## config.mk

```make
export PLATFORM = sky130hd
export DESIGN_NAME = dmem_arbiter
export DESIGN_NICKNAME = d
export VERILOG_FILES = /design/src/rtl/dmem_arb_pkg.sv /design/src/rtl/rr_pick2.sv /design/src/rtl/dmem_arbiter.sv
export SDC_FILE = /design/constraint.sdc
export NUM_CORES = 1
export LEC_CHECK = 0
export ABC_AREA = 0
export BUFFER_PORTS_ARGS = -buffer_cell sky130_fd_sc_hd__buf_2
export CAP_MARGIN = 20
export CORE_MARGIN = 2
export CORE_UTILIZATION = 44
export DETAILED_ROUTE_END_ITERATION = 12
export GPL_ROUTABILITY_DRIVEN = 0
export PLACE_DENSITY_LB_ADDON = 0.05
export SLEW_MARGIN = 20
export SYNTH_ARGS = -nofsm -noshare
export SYNTH_HDL_FRONTEND = slang
export SYNTH_HIERARCHICAL = 1
export SYNTH_SLANG_ARGS = --single-unit
```

## constraint.sdc

```tcl
create_clock -name clk -period 1.35 [get_ports clk]
set_input_delay 0.135 -clock clk [delete_from_list [all_inputs] [get_ports clk]]
set_output_delay 0.135 -clock clk [all_outputs]
set_load 0.01 [all_outputs]
```

## src/rtl/dmem_arb_pkg.sv

```systemverilog
// Shared types and constants for the data-memory arbiter.
package dmem_arb_pkg;

  localparam int unsigned DMEM_AW = 3;
  localparam int unsigned DMEM_DW = 8;

  typedef enum logic [1:0] {
    IDLE,
    ACCESS,
    RESP
  } arb_state_t;

  typedef logic req_id_t;

  localparam req_id_t REQ_CPU  = 1'b0;
  localparam req_id_t REQ_HOST = 1'b1;

endpackage

```

## src/rtl/rr_pick2.sv

```systemverilog
// Combinational 2-way winner picker; round-robin on ties unless
// DMEM_ARB_FIXED_PRIO_EN selects the fixed-priority (requester 0 first) variant.
module rr_pick2
  import dmem_arb_pkg::*;
(
  input  logic [1:0] req,
  input  req_id_t    last,
  output req_id_t    win
);

`ifdef DMEM_ARB_FIXED_PRIO_EN
  logic w_unused_last;
  assign w_unused_last = last;
  assign win = req[0] ? REQ_CPU : REQ_HOST;
`else
  always_comb begin
    win = REQ_CPU;
    if (req == 2'b11) begin
      win = ~last;
    end else if (req[1]) begin
      win = REQ_HOST;
    end
  end
`endif

endmodule

```

## src/rtl/dmem_arbiter.sv

```systemverilog
// Shares the single-ported data memory between the CPU (0) and host loader (1).
// Tie policy is round-robin unless DMEM_ARB_FIXED_PRIO_EN is defined.
module dmem_arbiter
  import dmem_arb_pkg::*;
#(
  parameter int unsigned AW = DMEM_AW,
  parameter int unsigned DW = DMEM_DW
) (
  input  logic          clk,
  input  logic          reset,
  input  logic          req0,
  input  logic          req1,
  input  logic          we0,
  input  logic          we1,
  input  logic [AW-1:0] addr0,
  input  logic [AW-1:0] addr1,
  input  logic [DW-1:0] wdata0,
  input  logic [DW-1:0] wdata1,
  output logic          gnt0,
  output logic          gnt1,
  output logic          rvalid0,
  output logic          rvalid1,
  output logic [DW-1:0] rdata,
  output logic          mem_en,
  output logic          mem_we,
  output logic [AW-1:0] mem_addr,
  output logic [DW-1:0] mem_wdata,
  input  logic [DW-1:0] mem_rdata,
  output logic          busy
);

  arb_state_t    r_state;
  req_id_t       r_win;
  logic          r_gnt0, r_gnt1, r_rvalid0, r_rvalid1;
  logic          r_mem_en, r_mem_we;
  logic [AW-1:0] r_mem_addr;
  logic [DW-1:0] r_mem_wdata;
  logic [DW-1:0] r_rdata;

  req_id_t       w_win;
  req_id_t       w_last;
  logic          w_any_req;
  logic          w_sel_we;
  logic [AW-1:0] w_sel_addr;
  logic [DW-1:0] w_sel_wdata;

  rr_pick2 u_pick (
    .req  ({req1, req0}),
    .last (w_last),
    .win  (w_win)
  );

`ifdef DMEM_ARB_FIXED_PRIO_EN
  assign w_last = REQ_HOST;
`else
  req_id_t r_last;

  // Reset to the host so the CPU wins the first tie.
  always_ff @(posedge clk or posedge reset) begin
    if (reset) begin
      r_last <= REQ_HOST;
    end else if ((r_state != ACCESS) && w_any_req) begin
      r_last <= w_win;
    end
  end

  assign w_last = r_last;
`endif

  assign w_any_req   = req0 | req1;
  assign w_sel_we    = (w_win == REQ_HOST) ? we1 : we0;
  assign w_sel_addr  = (w_win == REQ_HOST) ? addr1 : addr0;
  assign w_sel_wdata = (w_win == REQ_HOST) ? wdata1 : wdata0;

  always_ff @(posedge clk or posedge reset) begin
    if (reset) begin
      r_state     <= IDLE;
      r_win       <= REQ_CPU;
      r_gnt0      <= 1'b0;
      r_gnt1      <= 1'b0;
      r_rvalid0   <= 1'b0;
      r_rvalid1   <= 1'b0;
      r_mem_en    <= 1'b0;
      r_mem_we    <= 1'b0;
      r_mem_addr  <= '0;
      r_mem_wdata <= '0;
      r_rdata     <= '0;
    end else begin
      r_gnt0    <= 1'b0;
      r_gnt1    <= 1'b0;
      r_rvalid0 <= 1'b0;
      r_rvalid1 <= 1'b0;
      r_mem_en  <= 1'b0;
      r_mem_we  <= 1'b0;
      unique case (r_state)
        IDLE, RESP: begin
          if (w_any_req) begin
            r_state     <= ACCESS;
            r_win       <= w_win;
            r_gnt0      <= (w_win == REQ_CPU);
            r_gnt1      <= (w_win == REQ_HOST);
            r_mem_en    <= 1'b1;
            r_mem_we    <= w_sel_we;
            r_mem_addr  <= w_sel_addr;
            r_mem_wdata <= w_sel_wdata;
          end else begin
            r_state <= IDLE;
          end
        end
        ACCESS: begin
          r_state   <= RESP;
          r_rdata   <= r_mem_we ? '0 : mem_rdata;
          r_rvalid0 <= (r_win == REQ_CPU);
          r_rvalid1 <= (r_win == REQ_HOST);
        end
        default: r_state <= IDLE;
      endcase
    end
  end

  assign gnt0      = r_gnt0;
  assign gnt1      = r_gnt1;
  assign rvalid0   = r_rvalid0;
  assign rvalid1   = r_rvalid1;
  assign rdata     = r_rdata;
  assign mem_en    = r_mem_en;
  assign mem_we    = r_mem_we;
  assign mem_addr  = r_mem_addr;
  assign mem_wdata = r_mem_wdata;
  assign busy      = (r_state != IDLE);

endmodule
```

==> results.md <==
- Mapped Area: 1249 um2
- #FFs+latches synth: 29
- Sw power: 682.9 uW
- Filler cells: 253
- Register area share after synthesis: 58.22%
- Area after DPL: 1556 um2
- Worst-Margin Slew: 0.5414 ns
- Syn Nets: 146
- Die width: 57.27 um
- CTS Buf Count: 5
- Leakage: 0.0009054 uW
- Rel. slew slack: 63.81%
- Post-synthesis mux area share: 10.82%
- Switch share: 27.81%
- I/O pin cnt: 62
- GR Overflow Total: 0
- Post-synthesis compound-gate area fraction: 11.32%
- Initial detailed-routing violation count: 24
- Total Nets Final: 212
- Min cycle time layout: 1.265 ns
- Final hold violation count: 0
- Clock group share of total power: 29.5%
- Share of cells above drive strength 1: 43.50%
- Root buf cell: clkbuf_4
- Final Setup Violations: 0
- Cell Chain, Critical Path: or2_2 > buf_2
- Vias in the first global route: 939
- Ant. Diodes: 0
- I/O Buffers: 61
- Required time worst endpoint: 1.22 ns
- Largest family of logic cells by synthesized area: simple AND/OR/NAND/NOR gates
- Slowest CP cell: dfrtp_1
- Clock slew at reported path FFs: 0.09 ns
- H-tree depth: 2
- CP arrival: 1.13 ns
- Initial Util: 45.68%
- Drt via density: 4.596
- Clock buffer depth: 2
- Pwr/cell area: 1487 nW/um2
- Max IR drop VDD: 0.001173 V
- Syn_area_per_cell: 11.35 um2
- Clk sinks: 29
- MaxCap Viol Count: 0
- Fin. max-slew vios: 0
- Logic pwr share: 24.2%
- Global-route wire length before repair: 4050 um
- Antenna Violating Nets Remaining: 0
- Crit path largest cell delay: 0.41 ns
- DR vias: 956
- Post-CTS Resized: 0
- Crit Path Max Fanout: 3
- Die ar.: 3280 um2
- Setup TNS: 0 ns
- Synth warn: 6
- Antenna violations before repair: 0
- Largest net degree at the start of global routing: 30
- RSZ-0062 raised after global routing: false
- Max Clock Skew: 0.008734 ns
- Status: completed
- Design Area, Final: 1652 um2
- Routed len/inst: 11.19 um
- Cell variety after synth: 18
- Internal power: 1773 uW
- Tcrit/Tclk final: 93.71%
- Die height: 57.27 um
- Clk Latency, worst-skew pair: 0.32 ns
- Setup CP Type: register to output port
- Area fraction in and, or, nand and nor cells after synthesis: 12.42%
- CTS tree: yes
- DR pass1 iterations: 4
- Cell Rows: 19
- Dpl cells: 199
- Fin cells: 208
- Highest clock rate: 790.4 MHz
- Adder-cell area share of the yosys netlist: 0%
- Synth Area in XOR/XNOR: 0%
- P&R area growth vs syn: 32.26%
- Post-route DRC: 0
- CP Capture Type: output port
- Flop pwr share: 46.2%
- DPL Wire Length: 1733 um
- CP startpoint kind: register
- Post-Syn Instances: 110
- GR Util All Layers: 16.53%
- Hold crit path type: input port to register
- Final wirelength: 2327 um
- Core Region: 2734 um2
## power by group through the flow
stage | Combinational (uW) | Clock [uW] | Sequential (uW)
finish | 595 | 725 | 1140
global route | 673 | 798 | 1160
CTS | 611 | 756 | 1140
detailed placement | 608 | 0 | 1160
global placement | 594 | 0 | 1140
floorplan | 297 | 0 | 1220
## Yosys cell counts
cell type,number,share of area [%]
nand2_1,19,5.7
nand2b_1,9,4.5
o21bai_4,1,1.5
buf_8,1,1.2
o21ai_2,1,0.70
dfrtp_1,28,56
o21ai_1,3,1.2
a21boi_2,1,0.90
inv_1,5,1.5
buf_6,5,4.5
a21o_1,1,0.60
mux2i_1,12,9.6
and2_1,1,0.50
or2_2,1,0.50
nor2_1,4,1.2
o21ai_0,16,6.4
dfstp_2,1,2.1
mux2_4,1,1.2
## layout by cell type (no fill, tap or decap), types with 2 or more instances in the layout
cell type,netlist,routed
o21ai_1,3,3
buf_4,0,2
nand2_1,19,19
nand2b_1,9,9
clkbuf_4,0,5
buf_2,0,61
inv_1,5,5
mux2i_1,12,12
dfrtp_1,28,28
o21ai_0,16,16
nor2_1,4,4
## stage by stage
step / setup slack, ns / total power [uW] / hold WS [ns] / utilization, %
floorplan: 0.1857 / 1520 / 0.2124 / -
global placement: 0.2224 / 1738 / 0.2202 / 56.93
detailed placement: 0.1821 / 1763 / 0.2309 / 56.93
CTS: 0.06234 / 2506 / 0.05646 / 60.41
global route: 0.009667 / 2629 / 0.05971 / 60.41
finish: 0.08485 / 2456 / 0.07351 / 60.41
## layout make-up
| type | instances | area (um2) | share of cell area [%] |
|---|---|---|---|
| Sequential cell | 29 | 726.9 | 44.02 |
| Multi-Input combinational cell | 70 | 431.7 | 26.14 |
| Timing Repair Buffer | 65 | 350.3 | 21.21 |
| Clock buffer | 7 | 55.05 | 3.333 |
| Tap cell | 31 | 38.79 | 2.348 |
| Clock inverter | 1 | 30.03 | 1.818 |
| Inverter | 5 | 18.77 | 1.136 |
## logic make-up after synthesis
group	Yosys count
compound gates	23
mux	13
simple gates	34
flops	29
buf+inv	11
## worst max-delay path: cells and delay by family (launching register included)
kind / cells / cell delay [ns]
and+or+nand+nor: 1 / 0.27
buffers and inverters: 1 / 0.14
DFF: 1 / 0.41
## routing by layer
layer  vias to the layer above  share of wire (%)  GRT usage, %  routed length (um)
li1                        489                  -             -                   -
met1                       425                 41         19.17                 953
met2                        38                 50         27.09                1161
met3                         4                7.6         5.442                 178
met4                         0                1.5         8.970                  34
met5                         -                  0             0                   0
## final timing paths
kind	startpoint	to	slack (ns)	cells past startpoint
worst max-delay path	r_state[0]	busy	0.08	2
worst min-delay path	mem_rdata[6]	rdata[6]	0.07	3
worst max register to register	r_last	mem_wdata[3]	0.19	4
worst min register to register	r_win	rvalid0	0.45	1
max in group asynchronous	reset	r_last	0.62	4
min in group asynchronous	reset	rdata[5]	0.42	4
## flip-flops by register name, summed over array words and instances, names as in the netlist
| name | count |
|---|---|
| mem_wdata | 8 |
| rdata | 8 |
| mem_addr | 3 |
| r_state | 2 |
| gnt0 | 1 |
| gnt1 | 1 |
| mem_en | 1 |
| mem_we | 1 |
| r_last | 1 |
| r_win | 1 |
| rvalid0 | 1 |
| rvalid1 | 1 |
## repair_timing
item	4_1_cts	5_1_grt
hold endpoints to repair	28	0
hold buffers	1	0
setup buffers	0	0
No activity file was read; power rests on OpenSTA's default activity.
